$ cat src/rtl/instr_fetch_unit.sv
// Instruction fetch unit: one outstanding word per request, held in HOLD until consumed.
// Optional macro FETCH_MISALIGN_CHECK_EN adds misalign_err and word-aligns redirect targets.
module instr_fetch_unit #(
  parameter logic [31:0] RESET_PC = 32'h0000_0000
) (
  input  logic        clk,
  input  logic        rst,
  output logic        imem_req,
  output logic [31:0] imem_addr,
  input  logic        imem_ack,
  input  logic [31:0] imem_rdata,
  input  logic        redirect_valid,
  input  logic [31:0] redirect_target,
  input  logic        stall,
`ifdef FETCH_MISALIGN_CHECK_EN
  output logic        misalign_err,
`endif
  output logic        instr_valid,
  output logic [31:0] instr,
  output logic [31:0] instr_pc,
  output logic [6:0]  opcode,
  output logic [31:0] pc_plus4
);

  typedef enum logic [1:0] {
    IDLE = 2'd0,
    REQ  = 2'd1,
    HOLD = 2'd2
  } state_t;

  localparam logic [31:0] NOP = 32'h0000_0013;

  state_t      r_state;
  logic [31:0] r_pc;
  logic [31:0] r_instr;
  logic [31:0] r_instr_pc;
  logic        r_instr_valid;
  logic        r_imem_req;
  logic [31:0] w_redirect_pc;

`ifdef FETCH_MISALIGN_CHECK_EN
  logic        r_misalign_err;
  logic        w_misaligned;

  assign w_misaligned  = (redirect_target[1:0] != 2'b00);
  assign w_redirect_pc = {redirect_target[31:2], 2'b00};
  assign misalign_err  = r_misalign_err;

  always_ff @(posedge clk) begin
    if (rst) begin
      r_misalign_err <= 1'b0;
    end else begin
      r_misalign_err <= redirect_valid && w_misaligned;
    end
  end
`else
  assign w_redirect_pc = redirect_target;
`endif

  // Redirect overrides every transition, including an ack arriving in the same cycle.
  always_ff @(posedge clk) begin
    if (rst) begin
      r_state       <= IDLE;
      r_pc          <= RESET_PC;
      r_instr       <= NOP;
      r_instr_pc    <= RESET_PC;
      r_instr_valid <= 1'b0;
      r_imem_req    <= 1'b0;
    end else if (redirect_valid) begin
      r_state       <= REQ;
      r_pc          <= w_redirect_pc;
      r_instr_valid <= 1'b0;
      r_imem_req    <= 1'b1;
    end else begin
      case (r_state)
        IDLE: begin
          r_state    <= REQ;
          r_imem_req <= 1'b1;
        end
        REQ: begin
          if (imem_ack) begin
            r_instr       <= imem_rdata;
            r_instr_pc    <= r_pc;
            r_pc          <= r_pc + 32'd4;
            r_state       <= HOLD;
            r_instr_valid <= 1'b1;
            r_imem_req    <= 1'b0;
          end
        end
        HOLD: begin
          if (!stall) begin
            r_state       <= REQ;
            r_instr_valid <= 1'b0;
            r_imem_req    <= 1'b1;
          end
        end
        default: begin
          r_state       <= IDLE;
          r_instr_valid <= 1'b0;
          r_imem_req    <= 1'b0;
        end
      endcase
    end
  end

  assign imem_req    = r_imem_req;
  assign imem_addr   = r_pc;
  assign instr_valid = r_instr_valid;
  assign instr       = r_instr;
  assign instr_pc    = r_instr_pc;
  assign opcode      = r_instr[6:0];
  assign pc_plus4    = r_instr_pc + 32'd4;

endmodule

$ cat config.mk
export PLATFORM = sky130hd
export DESIGN_NAME = instr_fetch_unit
export DESIGN_NICKNAME = d
export VERILOG_FILES = /design/src/rtl/instr_fetch_unit.sv
export SDC_FILE = /design/constraint.sdc
export NUM_CORES = 1
export LEC_CHECK = 0
export ABC_AREA = 1
export BUFFER_PORTS_ARGS = -buffer_cell sky130_fd_sc_hd__buf_2
export CORE_AREA = 5 5 94 162
export DETAILED_ROUTE_END_ITERATION = 12
export DIE_AREA = 0 0 99 167
export GPL_TIMING_DRIVEN = 0
export PLACE_DENSITY_LB_ADDON = 0.05
export SLEW_MARGIN = 20
export SYNTH_ARGS = -nofsm -noshare
export SYNTH_HDL_FRONTEND = slang
export SYNTH_SLANG_ARGS = --single-unit
$ cat constraint.sdc
create_clock -name clk -period 2.5 [get_ports clk]
set_input_delay 0.5 -clock clk [delete_from_list [all_inputs] [get_ports clk]]
set_output_delay 0.5 -clock clk [all_outputs]
set_load 0.01 [all_outputs]
==> results of run 1 <==
## per-stage QoR
stage	worst slack, ns	hold slack [ns]	utilization (%)	instance area [µm²]
after CTS	0.0215	0.339	50.1	6900
after detailed placement	0.268	0.463	47.9	6600
after floorplan	0.500	0.447	-	5360
after global routing	-0.0169	0.357	50.8	7000
after global placement	0.291	0.457	47.9	6600
final	0.0994	0.341	50.8	7000
## cells in the final DEF (no fill, tap or decap), drive strengths merged, types with 3 or more instances in the layout
cell    instances
nand3          37
nor4            3
xnor2           6
xor2           25
a21oi          38
clkinv          5
clkbuf         26
a22oi           3
inv            72
nor2          154
o21ai          70
buf           232
a211oi          7
nor3           21
o211ai          3
a31oi           6
nand2         146
dfxtp         100
o21bai          4
nand4          17
## registers in the layout (all words and copies together) (netlist names)
signal,count
imem_addr,32
instr_valid,1
imem_req,1
instr_pc,32
instr,32
r_state,2
## report_power, final
| part | switching, mW | internal [mW] | total (mW) |
|---|---|---|---|
| sequential | 0.104 | 1.68 | 1.78 |
| clock | 0.642 | 0.705 | 1.35 |
| combinational | 0.346 | 0.239 | 0.585 |
## critical path: stages, from the launching register on
cell and delay [ns]:
dfxtp_4 0.39, ha_4 0.17, nand3_4 0.08, nor2_4 0.14
nand2_2 0.10, nor2_4 0.17, nand2_4 0.11, nor2_4 0.12
xor2_1 0.13, buf_2 0.14
## path summary, 6_finish.rpt
path	from	end	slack, ns	depth (start not counted)
worst min-delay path	imem_rdata[4]	instr[4]$_SDFFE_PP1P_	0.34	3
worst min register to register	imem_req$_SDFFE_PP0P_	imem_req$_SDFFE_PP0P_	0.48	2
worst max register to register	imem_addr[2]$_SDFFE_PP0P_	imem_addr[22]$_SDFFE_PP0P_	0.71	10
worst max-delay path	instr_pc[2]$_SDFFE_PP0P_	pc_plus4[26]	0.1	9
## layout make-up
type | instances | area share [%]
inverters | 74 | 4.08
plain buffers | 42 | 3.65
multi-input cells | 554 | 41.6
clock buffers | 11 | 3.47
well taps | 177 | 3.16
flip-flops and latches | 100 | 28.8
repair buffers | 205 | 14.7
clock inverters | 5 | 0.536
## metal layers
layer	routed length (µm)	track usage [%]	part of all wire [%]
met1	7120	24.3	36
met5	0	0	0
met2	10300	43.5	52
met3	1320	4.27	6.7
met4	1010	12.8	5.1
## repair_timing
action                                  4_1_cts  5_1_grt
pin swaps                                     0        3
gates resized for setup                       7       23
setup buffers                                 0        2
endpoints found under the setup margin        5        9
## synth_stat cells (2+ instances only)
library cell	count	area share [%]
clkinv_1	2	0.14
nor2_2	12	1.4
a211oi_1	5	0.70
inv_2	5	0.35
buf_4	11	1.5
o21ai_0	66	6.2
nand3_1	35	3.3
nor4_2	2	0.47
nor3_2	4	0.75
nor3_1	17	1.6
nand2_1	137	9.6
nor2_4	8	1.7
dfxtp_1	100	37
a31oi_1	6	0.70
a22oi_1	3	0.42
nand4_1	16	1.9
a21oi_1	38	3.5
a211oi_2	2	0.47
buf_6	6	1.3
nand3_2	2	0.37
ha_1	2	0.47
nand3b_1	2	0.28
buf_2	9	0.84
nor2_1	134	9.4
xnor2_1	6	0.98
o211ai_1	3	0.42
xor2_1	25	4.1
nand2_2	9	1.1
inv_1	66	4.6
clkbuf_1	15	1.1
o21bai_1	4	0.56
o21ai_1	4	0.37
## logic make-up (layout without fill, tap and decap cells)
| logic type | count (synthesis) | in the layout | share of synthesized area, % |
|---|---|---|---|
| DFF | 100 | 100 | 37.4 |
| AOI/OAI and AO/OA | 138 | 138 | 14.4 |
| adders and majority gates | 2 | 2 | 0.467 |
| xor gates and xnor gates | 31 | 31 | 5.07 |
| buffers and inverters | 116 | 337 | 10.1 |
| and+or+nand+nor | 383 | 383 | 32.6 |
==> results.py, run 1 <==
metrics = {
    "floorplanning": {
        "die_h_um": 167,
        "io_pins": 206,
        "rows": 57,
        "dieArea_mm2": 0.0165,
        "start_util_pct": 38.9,
        "die_w_um": 99,
        "core_mm2": 0.0138,
    },
    "timing": {
        "drv_slew": 0,
        "min_period_ns": 2.40,
        "clock_skew_ns": 0.0100,
        "hold_viol": 0,
        "setup_viol": 0,
        "worst_slew_pin_slew_ns": 0.840,
        "setup_tns_ns": 0,
        "max_slew_margin_pct": 44.0,
        "period_share_pct": 96.0,
        "max_freq_ghz": 0.417,
    },
    "setup_path": {
        "critPathLaunchType": "flip-flop",
        "crit_type": "flip-flop to primary output",
        "cp-end-kind": "primary output",
        "required_ns": 2.00,
        "crit_fanout": 4,
        "cp.arrival_ns": 1.90,
    },
    "clock_network": {
        "cts_buffer_depth": 2,
        "hold_buffers": 0,
        "cts.reportedPaths.clkPinSlew_ns": 0.08,
        "htree_levels": 3,
        "cts-root-buf": "clkbuf_16",
        "clock-sinks": 100,
        "worst_skew_pair.late_latency_ns": 0.36,
        "cts_made_buffers": 9,
        "cts_tree": "done",
    },
    "route": {
        "num_vias": 5846,
        "detail-route-antenna-nets": 0,
        "remaining_drc_errors": 0,
        "via_per_inst": 5.01,
        "first_iter_violations": 316,
        "dr.pass1.iters": 5,
        "drt-total-wl_um": 19700,
        "wl_per_cell_um": 16.9,
    },
    "placed_design": {
        "dp.cells": 1150,
        "portBuffers": 203,
        "dp_hpwl_um": 15700,
        "finalWeightedCongestion": 0.933,
    },
    "grt": {
        "grt_first_pass_wirelength_um": 30400,
        "track_usage_pct": 23.5,
        "grt_overflow": 0,
        "first_global_vias": 5752,
        "grt_max_degree": 17,
        "grt_antenna_before_repair": 0,
    },
    "logic_synthesis": {
        "synth_area_mm2": 0.00536,
        "ys_types": 46,
        "synth_area_per_cell_um2": 6.96,
        "syn_inst": 770,
        "seq_area_frac_synth_pct": 37.4,
        "syn-num-nets": 841,
        "synth-async-reset-ratio_pct": 0,
        "synth_seq_cells": 100,
        "synth_edf_count": 0,
        "synth_ff_type": "dfxtp_1",
        "ys.warnings.count": 0,
    },
    "layout": {
        "fin_nets": 1057,
        "regArea_mm2": 0.00202,
        "drive_above_1_share_pct": 31.6,
        "num_antenna_cells": 0,
        "multi_input_area_mm2": 0.00291,
        "area_growth_pct": 30.6,
        "n_fill_cell": 1465,
        "fin_cells": 1168,
    },
    "power_and_ir_drop": {
        "finalPower_mw": 3.72,
        "pwr_density_cell_mw_per_mm2": 531,
        "peakVddDrop_mv": 0.382,
        "leakagePower_nw": 3.25,
    },
    "worst_hold_path": {
        "hold_path.class": "primary input to flip-flop",
    },
    "outcome": {
        "status": "complete, no violations",
    },
    "run": {
        "maxCapViolCount": 0,
    },
}
Note: power is estimated with default switching activity, not from simulation.
==> run 2, diff against run 1 <==
--- a/config.mk
+++ b/config.mk
@@ -8,6 +8,7 @@
 export ABC_AREA = 1
 export BUFFER_PORTS_ARGS = -buffer_cell sky130_fd_sc_hd__buf_2
 export CORE_AREA = 5 5 94 162
+export CTS_BUF_LIST = sky130_fd_sc_hd__clkbuf_8
 export DETAILED_ROUTE_END_ITERATION = 12
 export DIE_AREA = 0 0 99 167
 export GPL_TIMING_DRIVEN = 0
==> run 2 against run 1 <==
Global-route usage up 0.16 points; die area unchanged; clock power is 27% lower; clock-buffer cell count is 1 lower; first-iteration DRC count decreased by 9.8%; critical path type unchanged; critical endpoint is now pc_plus4[8]; highest routed layer unchanged.
==> results.py, run 2 (synthesized netlist as in run 1, its figures left out) <==
metrics = {
    "layout": {
        "num_antenna_cells": 0,
        "drive_above_1_share_pct": 32.7,
        "n_fill_cell": 1478,
        "fin_nets": 1062,
        "final_area_mm2": 0.00696,
        "multi_input_area_mm2": 0.00292,
        "area_growth_pct": 29.9,
        "fin_cells": 1173,
        "final_common_cell": "buf_2",
        "fin_util_pct": 50.6,
        "layout_common_cells": "buf_2 (212), nand2_1 (137), nor2_1 (126), dfxtp_1 (87), inv_1 (67)",
        "regArea_mm2": 0.00203,
    },
    "route": {
        "first_iter_violations": 285,
        "via_per_inst": 4.99,
        "detail-route-antenna-nets": 0,
        "drt-total-wl_um": 19800,
        "wl_per_cell_um": 16.9,
        "remaining_drc_errors": 0,
        "dr.pass1.iters": 5,
        "num_vias": 5849,
    },
    "clock_network": {
        "cts_made_buffers": 9,
        "cts-root-buf": "clkbuf_8",
        "clock-sinks": 100,
        "cts_tree": "done",
        "cts.reportedPaths.clkPinSlew_ns": 0.10,
        "hold_buffers": 0,
        "htree_levels": 3,
        "cts_buffer_depth": 2,
        "worst_skew_pair.late_latency_ns": 0.39,
    },
    "worst_hold_path": {
        "hold_path.class": "primary input to flip-flop",
        "worstHoldStart": "imem_rdata[4]",
        "worstHoldPathCells": 3,
        "hold_end": "instr[4]$_SDFFE_PP1P_",
    },
    "placed_design": {
        "dp_hpwl_um": 15700,
        "dp.cells": 1150,
        "finalWeightedCongestion": 0.933,
        "dpl_worst_slack_ns": 0.268,
        "place_area_mm2": 0.00660,
        "portBuffers": 203,
    },
    "floorplanning": {
        "io_pins": 206,
        "dieArea_mm2": 0.0165,
        "die_h_um": 167,
        "core_mm2": 0.0138,
        "rows": 57,
        "die_w_um": 99,
        "start_util_pct": 38.9,
    },
    "grt": {
        "grt_overflow": 0,
        "grt_antenna_before_repair": 0,
        "grt_first_pass_wirelength_um": 30600,
        "track_usage_pct": 23.7,
        "grt_max_degree": 17,
        "first_global_vias": 5785,
    },
    "timing": {
        "hold_viol": 0,
        "min_period_ns": 2.44,
        "drv_slew": 0,
        "setup_ws_ns": 0.0561,
        "max_slew_margin_pct": 43.5,
        "setup_viol": 0,
        "max_freq_ghz": 0.409,
        "period_share_pct": 97.8,
        "clock_skew_ns": 0.0134,
        "worst_slew_pin_slew_ns": 0.848,
    },
    "setup_path": {
        "cp-end-kind": "primary output",
        "critPathLaunchType": "flip-flop",
        "r2r_slack_ns": 0.70,
        "required_ns": 2.00,
        "crit_type": "flip-flop to primary output",
        "reg2reg_to": "imem_addr[22]$_SDFFE_PP0P_",
        "rr_startpoint": "imem_addr[2]$_SDFFE_PP0P_",
        "crit_fanout": 4,
        "rr_worst_depth": 10,
        "cp.arrival_ns": 1.94,
    },
    "power_and_ir_drop": {
        "leakagePower_nw": 3.25,
        "pwr_density_cell_mw_per_mm2": 482,
        "peakVddDrop_mv": 0.322,
        "finalPower_mw": 3.36,
    },
    "outcome": {
        "status": "complete, no violations",
    },
    "run": {
        "maxCapViolCount": 0,
    },
}
[run 2: worst max-delay path, stage by stage, from the launching register on]
cell     delay [ns]
dfxtp_4        0.38
ha_4           0.18
nand3_4        0.08
nor2_4         0.04
buf_4          0.13
buf_4          0.12
buf_4          0.12
buf_4          0.12
buf_4          0.12
xor2_1         0.13
buf_2          0.13
[run 2: how the worst max path moves through the flow]
stage | endpoint | start | slack (ns)
after detailed placement | pc_plus4[31] | instr_pc[4]$_SDFFE_PP0P_ | 0.27
after global placement | pc_plus4[31] | instr_pc[4]$_SDFFE_PP0P_ | 0.29
after global routing | pc_plus4[28] | instr_pc[16]$_SDFFE_PP0P_ | -0.01
after floorplan | pc_plus4[24] | instr_pc[3]$_SDFFE_PP0P_ | 0.50
final | pc_plus4[8] | instr_pc[3]$_SDFFE_PP0P_ | 0.06
after CTS | pc_plus4[26] | instr_pc[2]$_SDFFE_PP0P_ | 0.02
[run 2: what timing repair did]
item | 4_1_cts | 5_1_grt
hold endpoints to repair | 0 | 0
endpoints found under the setup margin | 6 | 12
gates resized for setup | 10 | 29
pin swaps | 2 | 3
buffers inserted | 6 | 1
[run 2: area by class of cell]
| class | count | area share [%] |
|---|---|---|
| Tap cell | 177 | 3.18 |
| Clock inverter | 6 | 0.593 |
| Inverter | 74 | 4.10 |
| Sequential cell | 100 | 29.1 |
| Multi-Input combinational cell | 554 | 42.0 |
| Timing Repair Buffer | 210 | 15.4 |
| Buffer | 42 | 3.67 |
| Clock buffer | 10 | 1.98 |
[run 2: metrics by stage]
| stage | setup TNS, ns | hold WS [ns] |
|---|---|---|
| CTS | 0 | 0.307 |
| global route | -0.0175 | 0.309 |
| detailed placement | 0 | 0.463 |
| floorplan | 0 | 0.447 |
| finish | 0 | 0.299 |
| global placement | 0 | 0.457 |
[run 2: metal layers]
| layer | up-vias | global-route usage, % | routed length, µm |
|---|---|---|---|
| met2 | 222 | 44.2 | 10500 |
| met1 | 2641 | 24.5 | 7150 |
| li1 | 2939 | - | - |
| met4 | 0 | 10.7 | 809 |
| met5 | - | 0 | 0 |
| met3 | 47 | 5.32 | 1340 |
[run 2: power by group]
| group | switching (mW) | leakage, nW | total, mW | internal (mW) |
|---|---|---|---|---|
| logic | 0.347 | 2.34 | 0.585 | 0.239 |
| clock network | 0.599 | 0.0897 | 0.987 | 0.388 |
| registers | 0.104 | 0.826 | 1.78 | 1.68 |
| total | 1.05 | 3.25 | 3.36 | 2.31 |
